## src/rtl/alarm_pkg.sv

```systemverilog
// Shared types and helpers for the multi-slot alarm scheduler: FSM state
// encoding, the BCD hh:mm record, write validation and counter sizing.
package alarm_pkg;

    typedef enum logic [1:0] {
        ST_IDLE     = 2'd0,
        ST_RINGING  = 2'd1,
        ST_SNOOZING = 2'd2
    } alarm_state_e;

    typedef struct packed {
        logic [1:0] h1;
        logic [3:0] h0;
        logic [3:0] m1;
        logic [3:0] m0;
    } bcd_hhmm_t;

    // Bits needed for a counter that reaches max_val (at least one bit).
    function automatic int cnt_w(input int max_val);
        return (max_val < 1) ? 1 : $clog2(max_val + 1);
    endfunction

    // Legal 00:00..23:59 with every BCD digit in range.
    function automatic logic bcd_hhmm_valid(input bcd_hhmm_t t);
        return (t.h0 <= 4'd9) && (t.m1 <= 4'd5) && (t.m0 <= 4'd9) &&
               ((t.h1 < 2'd2) || ((t.h1 == 2'd2) && (t.h0 <= 4'd3)));
    endfunction

    localparam int RING_CNT_W_MAX = 8;
    localparam int SNZ_CNT_W_MAX  = 10;
    localparam int SNZ_USED_W_MAX = 3;

endpackage

```

## src/rtl/alarm_slot_bank.sv

```systemverilog
// Alarm slot storage with write validation and per-slot time comparators.
// match_vec is combinational from the stored slots, so it sees pre-write contents.
module alarm_slot_bank
    import alarm_pkg::*;
#(
    parameter int NUM_SLOTS = 4,
    parameter int SLOT_W    = $clog2(NUM_SLOTS)
) (
    input  logic                 clk_1s,
    input  logic                 reset,
    input  logic                 al_on,
    input  bcd_hhmm_t            cur_hm,
    input  logic [3:0]           cur_s1,
    input  logic [3:0]           cur_s0,
    input  logic                 wr_en,
    input  logic [SLOT_W-1:0]    wr_slot,
    input  bcd_hhmm_t            wr_hm,
    input  logic                 wr_arm,
    output logic [NUM_SLOTS-1:0] match_vec,
    output logic                 wr_accept,
    output logic                 wr_err
);

    bcd_hhmm_t            slot_hm [NUM_SLOTS];
    logic [NUM_SLOTS-1:0] armed;

    assign wr_accept = wr_en && bcd_hhmm_valid(wr_hm) && (32'(wr_slot) < NUM_SLOTS);

    always_ff @(posedge clk_1s or posedge reset) begin
        if (reset) begin
            for (int i = 0; i < NUM_SLOTS; i++) slot_hm[i] <= '0;
            armed  <= '0;
            wr_err <= 1'b0;
        end else begin
            wr_err <= wr_en && !wr_accept;
            if (wr_accept) begin
                slot_hm[wr_slot] <= wr_hm;
                armed[wr_slot]   <= wr_arm;
            end
        end
    end

    always_comb begin
        match_vec = '0;
        for (int i = 0; i < NUM_SLOTS; i++) begin
            match_vec[i] = armed[i] && al_on && (slot_hm[i] == cur_hm) &&
                           (cur_s1 == 4'd0) && (cur_s0 == 4'd0);
        end
    end

endmodule

```

## src/rtl/alarm_scheduler.sv

```systemverilog
// Multi-slot alarm scheduler: ring/snooze/timeout FSM, pending mask and slot priority.
// Define ALARM_SNOOZE_EN to build the snooze path; otherwise snooze is ignored.
module alarm_scheduler
    import alarm_pkg::*;
#(
    parameter int NUM_SLOTS      = 4,
    parameter int SNOOZE_MIN     = 5,
    parameter int RING_TIMEOUT_S = 60,
    parameter int SNOOZE_MAX     = 3
) (
    input  logic                         clk_1s,
    input  logic                         reset,
    input  logic [1:0]                   cur_h1,
    input  logic [3:0]                   cur_h0,
    input  logic [3:0]                   cur_m1,
    input  logic [3:0]                   cur_m0,
    input  logic [3:0]                   cur_s1,
    input  logic [3:0]                   cur_s0,
    input  logic                         wr_en,
    input  logic [$clog2(NUM_SLOTS)-1:0] wr_slot,
    input  logic [1:0]                   wr_h1,
    input  logic [3:0]                   wr_h0,
    input  logic [3:0]                   wr_m1,
    input  logic [3:0]                   wr_m0,
    input  logic                         wr_arm,
    input  logic                         al_on,
    input  logic                         stop,
    input  logic                         snooze,
    output logic                         alarm,
    output logic [$clog2(NUM_SLOTS)-1:0] active_slot,
    output logic [1:0]                   state,
    output logic                         wr_err
);

    localparam int SLOT_W     = $clog2(NUM_SLOTS);
    localparam int RING_CNT_W = cnt_w(RING_TIMEOUT_S - 1);
    localparam logic [RING_CNT_W-1:0] RING_LAST = RING_CNT_W'(RING_TIMEOUT_S - 1);

`ifdef ALARM_SNOOZE_EN
    localparam int SNZ_CNT_W  = cnt_w(SNOOZE_MIN * 60 - 1);
    localparam int SNZ_USED_W = cnt_w(SNOOZE_MAX);
    localparam logic [SNZ_CNT_W-1:0]  SNZ_LOAD = SNZ_CNT_W'(SNOOZE_MIN * 60 - 1);
    localparam logic [SNZ_USED_W-1:0] SNZ_LIM  = SNZ_USED_W'(SNOOZE_MAX);
    logic [SNZ_CNT_W-1:0]  snz_cnt;
    logic [SNZ_USED_W-1:0] snooze_used;
`else
    localparam int cfg_unused = SNOOZE_MIN + SNOOZE_MAX;
    logic snooze_unused;
    assign snooze_unused = snooze;
`endif

    alarm_state_e          st;
    logic [NUM_SLOTS-1:0]  match_vec, pend, pend_nxt;
    logic [RING_CNT_W-1:0] ring_cnt;
    logic [SLOT_W-1:0]     win;
    logic                  start, wr_accept;
    bcd_hhmm_t             cur_hm, wr_hm;

    assign cur_hm = {cur_h1, cur_h0, cur_m1, cur_m0};
    assign wr_hm  = {wr_h1, wr_h0, wr_m1, wr_m0};
    assign state  = st;

    alarm_slot_bank #(.NUM_SLOTS(NUM_SLOTS), .SLOT_W(SLOT_W)) u_bank (
        .clk_1s    (clk_1s),
        .reset     (reset),
        .al_on     (al_on),
        .cur_hm    (cur_hm),
        .cur_s1    (cur_s1),
        .cur_s0    (cur_s0),
        .wr_en     (wr_en),
        .wr_slot   (wr_slot),
        .wr_hm     (wr_hm),
        .wr_arm    (wr_arm),
        .match_vec (match_vec),
        .wr_accept (wr_accept),
        .wr_err    (wr_err)
    );

    function automatic logic [SLOT_W-1:0] lowest(input logic [NUM_SLOTS-1:0] v);
        lowest = '0;
        for (int i = NUM_SLOTS - 1; i >= 0; i--) if (v[i]) lowest = SLOT_W'(i);
    endfunction

    // Pending slots outrank fresh matches; the winner never lands in the mask.
    always_comb begin
        win      = (|pend) ? lowest(pend) : lowest(match_vec);
        start    = (st == ST_IDLE) && ((|pend) || (|match_vec));
        pend_nxt = pend | match_vec;
        if (start)     pend_nxt[win]     = 1'b0;
        if (wr_accept) pend_nxt[wr_slot] = 1'b0;
    end

    always_ff @(posedge clk_1s or posedge reset) begin
        if (reset) begin
            st          <= ST_IDLE;
            alarm       <= 1'b0;
            active_slot <= '0;
            pend        <= '0;
            ring_cnt    <= '0;
`ifdef ALARM_SNOOZE_EN
            snz_cnt     <= '0;
            snooze_used <= '0;
`endif
        end else if (!al_on) begin
            st    <= ST_IDLE;
            alarm <= 1'b0;
            pend  <= '0;
        end else begin
            pend <= pend_nxt;
            case (st)
                ST_IDLE: begin
                    if (start) begin
                        st          <= ST_RINGING;
                        alarm       <= 1'b1;
                        active_slot <= win;
                        ring_cnt    <= '0;
`ifdef ALARM_SNOOZE_EN
                        snooze_used <= '0;
`endif
                    end
                end
                ST_RINGING: begin
                    if (stop) begin
                        st    <= ST_IDLE;
                        alarm <= 1'b0;
`ifdef ALARM_SNOOZE_EN
                    end else if (snooze && (snooze_used < SNZ_LIM)) begin
                        st      <= ST_SNOOZING;
                        alarm   <= 1'b0;
                        snz_cnt <= SNZ_LOAD;
`endif
                    end else if (ring_cnt == RING_LAST) begin
                        st    <= ST_IDLE;
                        alarm <= 1'b0;
                    end else begin
                        ring_cnt <= ring_cnt + RING_CNT_W'(1);
                    end
                end
`ifdef ALARM_SNOOZE_EN
                ST_SNOOZING: begin
                    if (stop) begin
                        st <= ST_IDLE;
                    end else if (snz_cnt == '0) begin
                        st          <= ST_RINGING;
                        alarm       <= 1'b1;
                        ring_cnt    <= '0;
                        snooze_used <= snooze_used + SNZ_USED_W'(1);
                    end else begin
                        snz_cnt <= snz_cnt - SNZ_CNT_W'(1);
                    end
                end
`endif
                default: begin
                    st    <= ST_IDLE;
                    alarm <= 1'b0;
                end
            endcase
        end
    end

endmodule

```

## config.mk

```make
export PLATFORM = sky130hd
export DESIGN_NAME = alarm_scheduler
export DESIGN_NICKNAME = d
export VERILOG_FILES = /design/src/rtl/alarm_pkg.sv /design/src/rtl/alarm_slot_bank.sv /design/src/rtl/alarm_scheduler.sv
export SDC_FILE = /design/constraint.sdc
export NUM_CORES = 1
export LEC_CHECK = 0
export ABC_CLOCK_PERIOD_IN_PS = 3000
export BUFFER_PORTS_ARGS = -buffer_cell sky130_fd_sc_hd__clkbuf_2
export CAP_MARGIN = 20
export CORE_ASPECT_RATIO = 1.5
export CORE_MARGIN = 1.5
export CORE_UTILIZATION = 55
export DETAILED_ROUTE_END_ITERATION = 10
export GPL_TIMING_DRIVEN = 0
export PLACE_DENSITY = 0.77
export SETUP_SLACK_MARGIN = 0.05
export SLEW_MARGIN = 20
export SYNTH_ARGS = -nofsm -noshare
export SYNTH_HDL_FRONTEND = slang
export SYNTH_HIERARCHICAL = 1
export SYNTH_SLANG_ARGS = --single-unit
```

## constraint.sdc

```tcl
create_clock -name clk_1s -period 3 [get_ports clk_1s]
set_input_delay 0.15 -clock clk_1s [delete_from_list [all_inputs] [get_ports clk_1s]]
set_output_delay 0.15 -clock clk_1s [all_outputs]
set_load 0.05 [all_outputs]
```

==> out/qor_table.md, run 1 <==
| Parameter | Value | Unit |
|:---|:---|:---|
| Status | completed | - |
| Setup crit end | active_slot[0] | - |
| Starting density of the core | 0.564 | - |
| Latest clock arrival within the worst-skew pair | 0.36 | ns |
| Cell Area, Synth | 3840 | um^2 |
| FF-to-FF path depth | 7 | - |
| Gate count of the mapped netlist | 296 | - |
| Sort of element at the start of the critical path | flop | - |
| Yosys top cell by area | dfrtp_1 | - |
| R2R setup slack | 0.29 | ns |
| VDD IR max | 0.447 | mV |
| Core Region | 6810 | um^2 |
| Proportion of netlist area held by the largest area contributor | 0.483 | - |
| Clock-pin transition on the worst setup and hold timing paths | 0.07 | ns |
| Antenna violations before repair | 0 | - |
| Count of port buffers added during placement | 43 | - |
| Worst flop-to-flop path endpoint | active_slot[0] | - |
| GRT Overall Usage | 0.244 | - |
| Number of enable-type register cells in the synthesized netlist | 0 | - |
| Design area | 4400 | um^2 |
| Largest net degree at the start of global routing | 45 | - |
| Post-CTS setup repair buffer count | 0 | - |
| Maximum operating frequency | 369 | MHz |
| Synthesized netlist net count | 342 | - |
| Detailed-route wire length per cell | 18.9 | um |
| Most frequent cell after synthesis | dfrtp_1 | - |
| Die outline area | 7500 | um^2 |
| CTS Buf Count | 9 | - |
| Register bit count reported by yosys | 74 | - |
| Average footprint of a synthesized cell | 13.0 | um^2 |
| Final number of hold-violating endpoints | 0 | - |
| Global-route wire length before repair | 13800 | um |
| Sum Neg Setup Slack | 0 | ns |
| Final Max Tran Viols | 0 | - |
| Final worst path period need | 2.71 | ns |
| Length of the first detailed-routing pass in iterations | 5 | - |
| Tcrit/Tclk final | 0.903 | - |
| Fin nets | 398 | - |
| Final clock skew | 0.0102 | ns |
| Ys Warns | 6 | - |
| Largest family of logic cells by synthesized area | multiplexers | - |
| Most frequently used flop master after synthesis | dfrtp_1 | - |
| Violation count after the first detailed-routing iteration | 86 | - |
| CP Class | reg2reg | - |
| Setup crit end kind | flop | - |
| Remaining DRCs | 0 | - |
| Vias per cell | 5.72 | - |
| Synthesized-area fraction occupied by adder cells | 0.00326 | - |
| Die height | 105 | um |
| Main area contributors after synthesis | dfrtp_1 48%, mux2_2 12%, xnor2_1 9.4% | - |
| Die span in x | 71.2 | um |
| Detailed placer's ending HPWL | 6170 | um |
| Startpoint of the most critical register-to-register path | u_bank/slot_hm[53] | - |
| Arr. time, crit path | 2.95 | ns |
| Synth-to-layout area growth | 14.7 | % |
| Number of levels in the clock H-tree | 3 | - |
| Number of max-capacitance violations reported | 0 | - |
| Total inserted antenna cells | 0 | - |
| Number of failing setup endpoints in the final timing report | 0 | - |
| Remaining global-route overflow | 0 | - |
| Class of the worst hold path | in2reg | - |
| Number of buffers on the longest clock path | 2 | - |
| Via count of the first global-routing pass | 2734 | - |
| Required arrival time at the worst endpoint | 3.24 | ns |
| Top-level port count | 51 | - |
| Start point of the worst hold path | wr_en | - |
| Synth cell types | 39 | - |
| Max-slew headroom | 0.612 | - |
| P_leak | 1.97 | nW |
| Drt total wl | 8210 | um |
| Post-synth ARST share | 1.00 | - |
| Mux share of post-synthesis cell area | 0.192 | - |
| Xor/xnor cell area share of the yosys netlist | 0.132 | - |
| CP Max Fanout | 7 | - |
| P per Cell Area | 570 | nW/um^2 |
| Fillcell total | 527 | - |
| Post-route core utilization | 0.647 | - |
| Post-synthesis simple-gate area fraction | 0.108 | - |
| Unrepaired setup endpoints after global routing | false | - |
| Fraction of the mapped netlist area in compound gates | 0.0538 | - |
| TritonCTS clock tree | done | - |
| Timing startpoint of the critical path | u_bank/slot_hm[53] | - |
| Pin slew with the least headroom to its limit | 0.577 | ns |
| Clock root cell | clkbuf_8 | - |
| Fraction of layout cells with a size suffix above 1 | 0.388 | - |
| Standard cell area after detailed placement | 4180 | um^2 |
| Global placement routability congestion | 0.864 | - |
| Total number of clock tree sinks | 74 | - |
| Number of vias after detailed routing | 2481 | - |
| Part of the Yosys area used for sequential elements | 0.483 | - |
| Commonest cells in the netlist | 74 x dfrtp_1, 41 x xnor2_1, 40 x mux2_2 | - |
| Detail Route Antenna Nets | 0 | - |
| Core Rows | 37 | - |
==> cells in the final DEF, fill, tap and decap left out, types with 3 or more instances in the layout <==
cell type   n
nor4_1      6
mux2_2     40
nor2b_1     6
nand2_1     5
xnor2_1    41
xor2_1     17
clkbuf_1    7
dfrtp_1    74
mux2_4     19
clkbuf_2   43
nor2_1      8
clkbuf_8   10
nand4_1    14
o221ai_1    4
inv_1       6
nor4_2      5
buf_6       4
a21oi_1     9
nand2b_1    3
o21ai_0     3
==> per-stage QoR <==
step / setup slack [ns] / std cells / hold WS (ns) / power [W]
floorplan: 0.573 / 296 / 0.0270 / 0.00162
global placement: 0.101 / 417 / 0.194 / 0.00174
detailed placement: 0.0163 / 418 / 0.123 / 0.00177
CTS: 0.0982 / 434 / 0.0505 / 0.00253
global route: 0.161 / 434 / 0.0616 / 0.00262
finish: 0.290 / 434 / 0.0653 / 0.00251
==> sequential cells by signal, indices dropped and copies added (netlist names) <==
register / flops
active_slot: 2
u_bank/armed: 4
ring_cnt: 6
alarm: 1
u_bank/slot_hm: 56
u_bank/wr_err: 1
pend: 4
==> cells by family (layout without fill, tap and decap cells) <==
| kind of cell | count (synthesis) | count (layout) |
|---|---|---|
| DFF | 74 | 74 |
| and+or+nand+nor | 60 | 60 |
| muxes | 59 | 59 |
| xor gates and xnor gates | 58 | 58 |
| AOI/OAI and AO/OA | 25 | 25 |
| buffers and inverters | 18 | 78 |
| adders and majority gates | 1 | 1 |
| other | 1 | 1 |
==> how the worst min path moves through the flow <==
stage                     cells past startpoint  slack [ns]                 end
after detailed placement                      2        0.12  u_bank/slot_hm[33]
final                                         2        0.07       u_bank/wr_err
after CTS                                     2        0.05       u_bank/wr_err
after global placement                        2        0.19         ring_cnt[2]
after floorplan                               1        0.03      active_slot[0]
after global routing                          2        0.06       u_bank/wr_err
==> routing by layer <==
layer | global-route usage | vias to the layer above | wire [um]
met2 | 0.427 | 58 | 4430
met3 | 0.0535 | 16 | 291
li1 | - | 1155 | -
met4 | 0.104 | 0 | 197
met5 | 0 | - | 0
met1 | 0.282 | 1252 | 3290
==> final cells by class <==
class | instances | area [um^2] | share of cell area
plain buffers | 11 | 78.8 | 0.0179
clock buffers | 12 | 145 | 0.0330
clock inverters | 3 | 40.0 | 0.00910
inverters | 7 | 28.8 | 0.00654
multi-input cells | 204 | 1910 | 0.433
flip-flops and latches | 74 | 1850 | 0.421
well taps | 78 | 97.6 | 0.0222
repair buffers | 45 | 253 | 0.0574
==> report_power, final <==
group / switching (W) / internal (W)
Sequential: 0.000108 / 0.00115
Combinational: 0.000208 / 0.000284
Clock: 0.000353 / 0.000400
==> worst max-delay path, cell delays in order, from the launching register on <==
cell      delay, ns
dfrtp_1        0.40
xor2_1         0.17
nor4_1         0.34
nand4_1        0.20
nor4_2         0.45
nor4_2         0.14
a311oi_4       0.51
mux2_2         0.39
==> what timing repair did <==
| item | CTS | global route |
|---|---|---|
| pin swaps | 0 | 0 |
| hold buffers | 1 | 0 |
| gates resized for setup | 1 | 3 |
| endpoints found under the setup margin | 2 | 6 |
| endpoints found under the hold margin | 30 | 0 |
| gates cloned | 0 | 0 |
(Power assumes the default switching activity.)
==> inputs of run 2 (changes only) <==
--- a/config.mk
+++ b/config.mk
@@ -5,6 +5,7 @@
 export SDC_FILE = /design/constraint.sdc
 export NUM_CORES = 1
 export LEC_CHECK = 0
+export ABC_AREA = 1
 export ABC_CLOCK_PERIOD_IN_PS = 3000
 export BUFFER_PORTS_ARGS = -buffer_cell sky130_fd_sc_hd__clkbuf_2
 export CAP_MARGIN = 20
@@ -12,8 +13,9 @@
 export CORE_MARGIN = 1.5
 export CORE_UTILIZATION = 55
 export DETAILED_ROUTE_END_ITERATION = 10
+export GPL_ROUTABILITY_DRIVEN = 0
 export GPL_TIMING_DRIVEN = 0
-export PLACE_DENSITY = 0.77
+export PLACE_DENSITY = 0.76
 export SETUP_SLACK_MARGIN = 0.05
 export SLEW_MARGIN = 20
 export SYNTH_ARGS = -nofsm -noshare
==> out/qor_table.md, run 2 <==
| Parameter | Value | Unit | Delta |
|:---|:---|:---|:---|
| Post-synth ARST share | 1.00 | - | unchanged |
| Unrepaired setup endpoints after global routing | false | - |  |
| Clock root cell | clkbuf_16 | - |  |
| Most frequently used flop master after synthesis | dfrtp_1 | - |  |
| Top reg by flops | u_bank/slot_hm | - |  |
| Detail Route Antenna Nets | 0 | - | unchanged |
| Remaining global-route overflow | 0 | - | unchanged |
| Detailed placer's ending HPWL | 9710 | um | +57% |
| Synthesized netlist net count | 659 | - | +93% |
| CP Max Fanout | 10 | - | +3 |
| P_leak | 2.75 | nW | +40% |
| Final Max Tran Viols | 0 | - | unchanged |
| Final worst path period need | 2.01 | ns | -0.700 ns |
| Most frequent cell after synthesis | nand2_1 | - |  |
| Detailed-route wire length per cell | 16.6 | um | -12% |
| Synth cell types | 32 | - | -18% |
| Sort of element at the start of the critical path | flop | - |  |
| Fraction of layout cells with a size suffix above 1 | 0.143 | - | -0.244 |
| Fin nets | 719 | - | +81% |
| Die outline area | 8540 | um^2 | +14% |
| TritonCTS clock tree | done | - |  |
| Largest net degree at the start of global routing | 44 | - | -2.2% |
| Number of failing setup endpoints in the final timing report | 0 | - | unchanged |
| Antenna violations before repair | 0 | - | unchanged |
| VDD IR max | 0.432 | mV | -3.4% |
| Most common library cell in the layout ignoring fill and taps | nand2_1 | - |  |
| Core Region | 7660 | um^2 | +13% |
| Required arrival time at the worst endpoint | 3.23 | ns | about the same |
| Largest register FFs | 56 | - | unchanged |
| Yosys top cell by area | dfrtp_1 | - |  |
| Violation count after the first detailed-routing iteration | 387 | - | +350% |
| Length of the first detailed-routing pass in iterations | 5 | - | unchanged |
| Number of vias after detailed routing | 4377 | - | +76% |
| Core Rows | 39 | - | +5.4% |
| Number of enable-type register cells in the synthesized netlist | 0 | - | unchanged |
| Max-slew headroom | 0.581 | - | -0.0308 |
| P per Cell Area | 541 | nW/um^2 | -5.1% |
| Number of levels in the clock H-tree | 3 | - | unchanged |
| Main area contributors after synthesis | dfrtp_1 42%, nand2_1 19%, nand4_1 8.4% | - |  |
| Class of the worst hold path | in2reg | - |  |
| Latest clock arrival within the worst-skew pair | 0.34 | ns | -0.02 ns |
| Vias per cell | 5.62 | - | -1.7% |
| Setup crit end kind | flop | - |  |
| Die height | 112 | um | +6.8% |
| Global-route wire length before repair | 21100 | um | +53% |
| Post-CTS setup repair buffer count | 0 | - | unchanged |
| Number of buffers on the longest clock path | 2 | - | unchanged |
| CP Class | reg2reg | - |  |
| Drt total wl | 13000 | um | +58% |
| Arr. time, crit path | 2.24 | ns | -0.71 ns |
| Final number of hold-violating endpoints | 0 | - | unchanged |
| Total number of clock tree sinks | 74 | - | unchanged |
| Status | completed | - |  |
| Tcrit/Tclk final | 0.670 | - | -0.233 |
| Remaining DRCs | 0 | - | unchanged |
| Commonest cells after routing, fill and taps aside | 218 x nand2_1, 74 x dfrtp_1, 66 x inv_1 | - |  |
| Average footprint of a synthesized cell | 7.16 | um^2 | -45% |
| Via count of the first global-routing pass | 4281 | - | +57% |
| CTS Buf Count | 9 | - | unchanged |
| Number of max-capacitance violations reported | 0 | - | unchanged |
| Top-level port count | 51 | - | unchanged |
| Die span in x | 76.0 | um | +6.7% |
| Final clock skew | 0.00832 | ns | -0.00185 ns |
| Clock-pin transition on the worst setup and hold timing paths | 0.06 | ns | about the same |
| Ys Warns | 6 | - | unchanged |
| Register bit count reported by yosys | 74 | - | unchanged |
| Sum Neg Setup Slack | 0 | ns | unchanged |
| Standard cell area after detailed placement | 4780 | um^2 | +14% |
| Largest regs | u_bank/slot_hm (56), ring_cnt (6) | - |  |
| Design area | 5060 | um^2 | +15% |
| Gate count of the mapped netlist | 613 | - | +110% |
| Part of the Yosys area used for sequential elements | 0.422 | - | -0.0608 |
| Total inserted antenna cells | 0 | - | unchanged |
| Commonest cells in the netlist | 218 x nand2_1, 74 x dfrtp_1, 67 x inv_1 | - |  |
| Cell Area, Synth | 4390 | um^2 | +14% |
| GRT Overall Usage | 0.322 | - | +0.0779 |
| Overall power | 0.00274 | W | +9.3% |
| Count of port buffers added during placement | 47 | - | +9.3% |
| Proportion of netlist area held by the largest area contributor | 0.422 | - | -0.0608 |
| Pin slew with the least headroom to its limit | 0.626 | ns | +0.0482 ns |
| Synth-to-layout area growth | 15.4 | % |  |
| Starting density of the core | 0.573 | - | +0.00919 |
| Maximum operating frequency | 498 | MHz | +35% |
==> run 2: cell types whose count changed after synthesis, moves of 23 or more <==
cell / before / now
xnor2_1: 41 / 8
mux2_2: 40 / 0
nor2_1: 8 / 60
nand3_1: 1 / 24
nand2_1: 5 / 218
nand4_1: 14 / 59
inv_1: 7 / 67
==> run 2: worst paths after layout <==
| path | from | end | slack [ns] | depth (start not counted) |
|---|---|---|---|---|
| max | u_bank/slot_hm[3] | ring_cnt[3] | 0.99 | 13 |
| min | wr_m0[0] | u_bank/slot_hm[14] | 0.11 | 3 |
| max reg2reg | u_bank/slot_hm[3] | ring_cnt[3] | 0.99 | 13 |
| min reg2reg | u_bank/slot_hm[33] | u_bank/slot_hm[33] | 0.47 | 2 |
| max in group asynchronous | reset | u_bank/armed[2] | 2.17 | 4 |
| min in group asynchronous | reset | u_bank/slot_hm[46] | 0.32 | 3 |
==> run 2: area by class of cell <==
| class | count | area, um^2 |
|---|---|---|
| clock inverter | 3 | 15.0 |
| buffer | 24 | 149 |
| clock buffer | 12 | 256 |
| timing repair buffer | 49 | 273 |
| fill | 712 | 2600 |
| multi-input combinational | 446 | 2130 |
| inverter | 69 | 262 |
| tap | 102 | 128 |
| sequential | 74 | 1850 |
==> run 2: critical path: stages (launching register included) <==
cell     delay, ns
dfrtp_1       0.39
a21oi_1       0.23
nand2_1       0.08
nor2_1        0.08
nand3_1       0.09
nor2_1        0.35
inv_1         0.08
nand2_1       0.09
nor2_1        0.06
nand2_2       0.08
nand3_4       0.08
buf_6         0.16
nand3_1       0.07
nand2_1       0.05
==> run 2: cells by family after synthesis <==
| group | count (synthesis) | synth area share |
|---|---|---|
| adders and majority gates | 1 | 0.00285 |
| other | 1 | 0.000854 |
| buffers and inverters | 93 | 0.0929 |
| DFF | 74 | 0.422 |
| xor gates and xnor gates | 15 | 0.0299 |
| AOI/OAI and AO/OA | 49 | 0.0616 |
| and+or+nand+nor | 380 | 0.390 |
==> run 2: per-layer routing <==
| layer | vias to the layer above | part of all wire | global-route usage | routed length, um |
|---|---|---|---|---|
| met3 | 40 | 0.063 | 0.0585 | 811 |
| met4 | 0 | 0.044 | 0.183 | 565 |
| met1 | 2062 | 0.38 | 0.369 | 4920 |
| li1 | 2094 | - | - | - |
| met2 | 181 | 0.51 | 0.563 | 6660 |
| met5 | - | 0 | 0 | 0 |
==> run 2: stage by stage <==
step | setup slack [ns] | cells | util | hold slack (ns)
2_1_floorplan | 1.34 | 613 | - | 0.0270
3_3_place_gp | 0.526 | 762 | 0.620 | 0.196
3_5_place_dp | 0.830 | 763 | 0.624 | 0.122
4_1_cts | 0.995 | 779 | 0.661 | 0.110
5_1_grt | 0.801 | 779 | 0.661 | 0.139
6_report | 0.990 | 779 | 0.661 | 0.110
==> run 2: timing repair <==
| item | in CTS | in global routing |
|---|---|---|
| gates resized for setup | 0 | 0 |
| hold buffers | 1 | 0 |
| hold endpoints to repair | 31 | 0 |
==> run 2: power breakdown <==
group	switching [W]	internal, W	total (W)
clock network	0.000409	0.000596	0.00101
logic	0.000312	0.000177	0.000489
registers	0.000104	0.00114	0.00124
total	0.000825	0.00191	0.00274
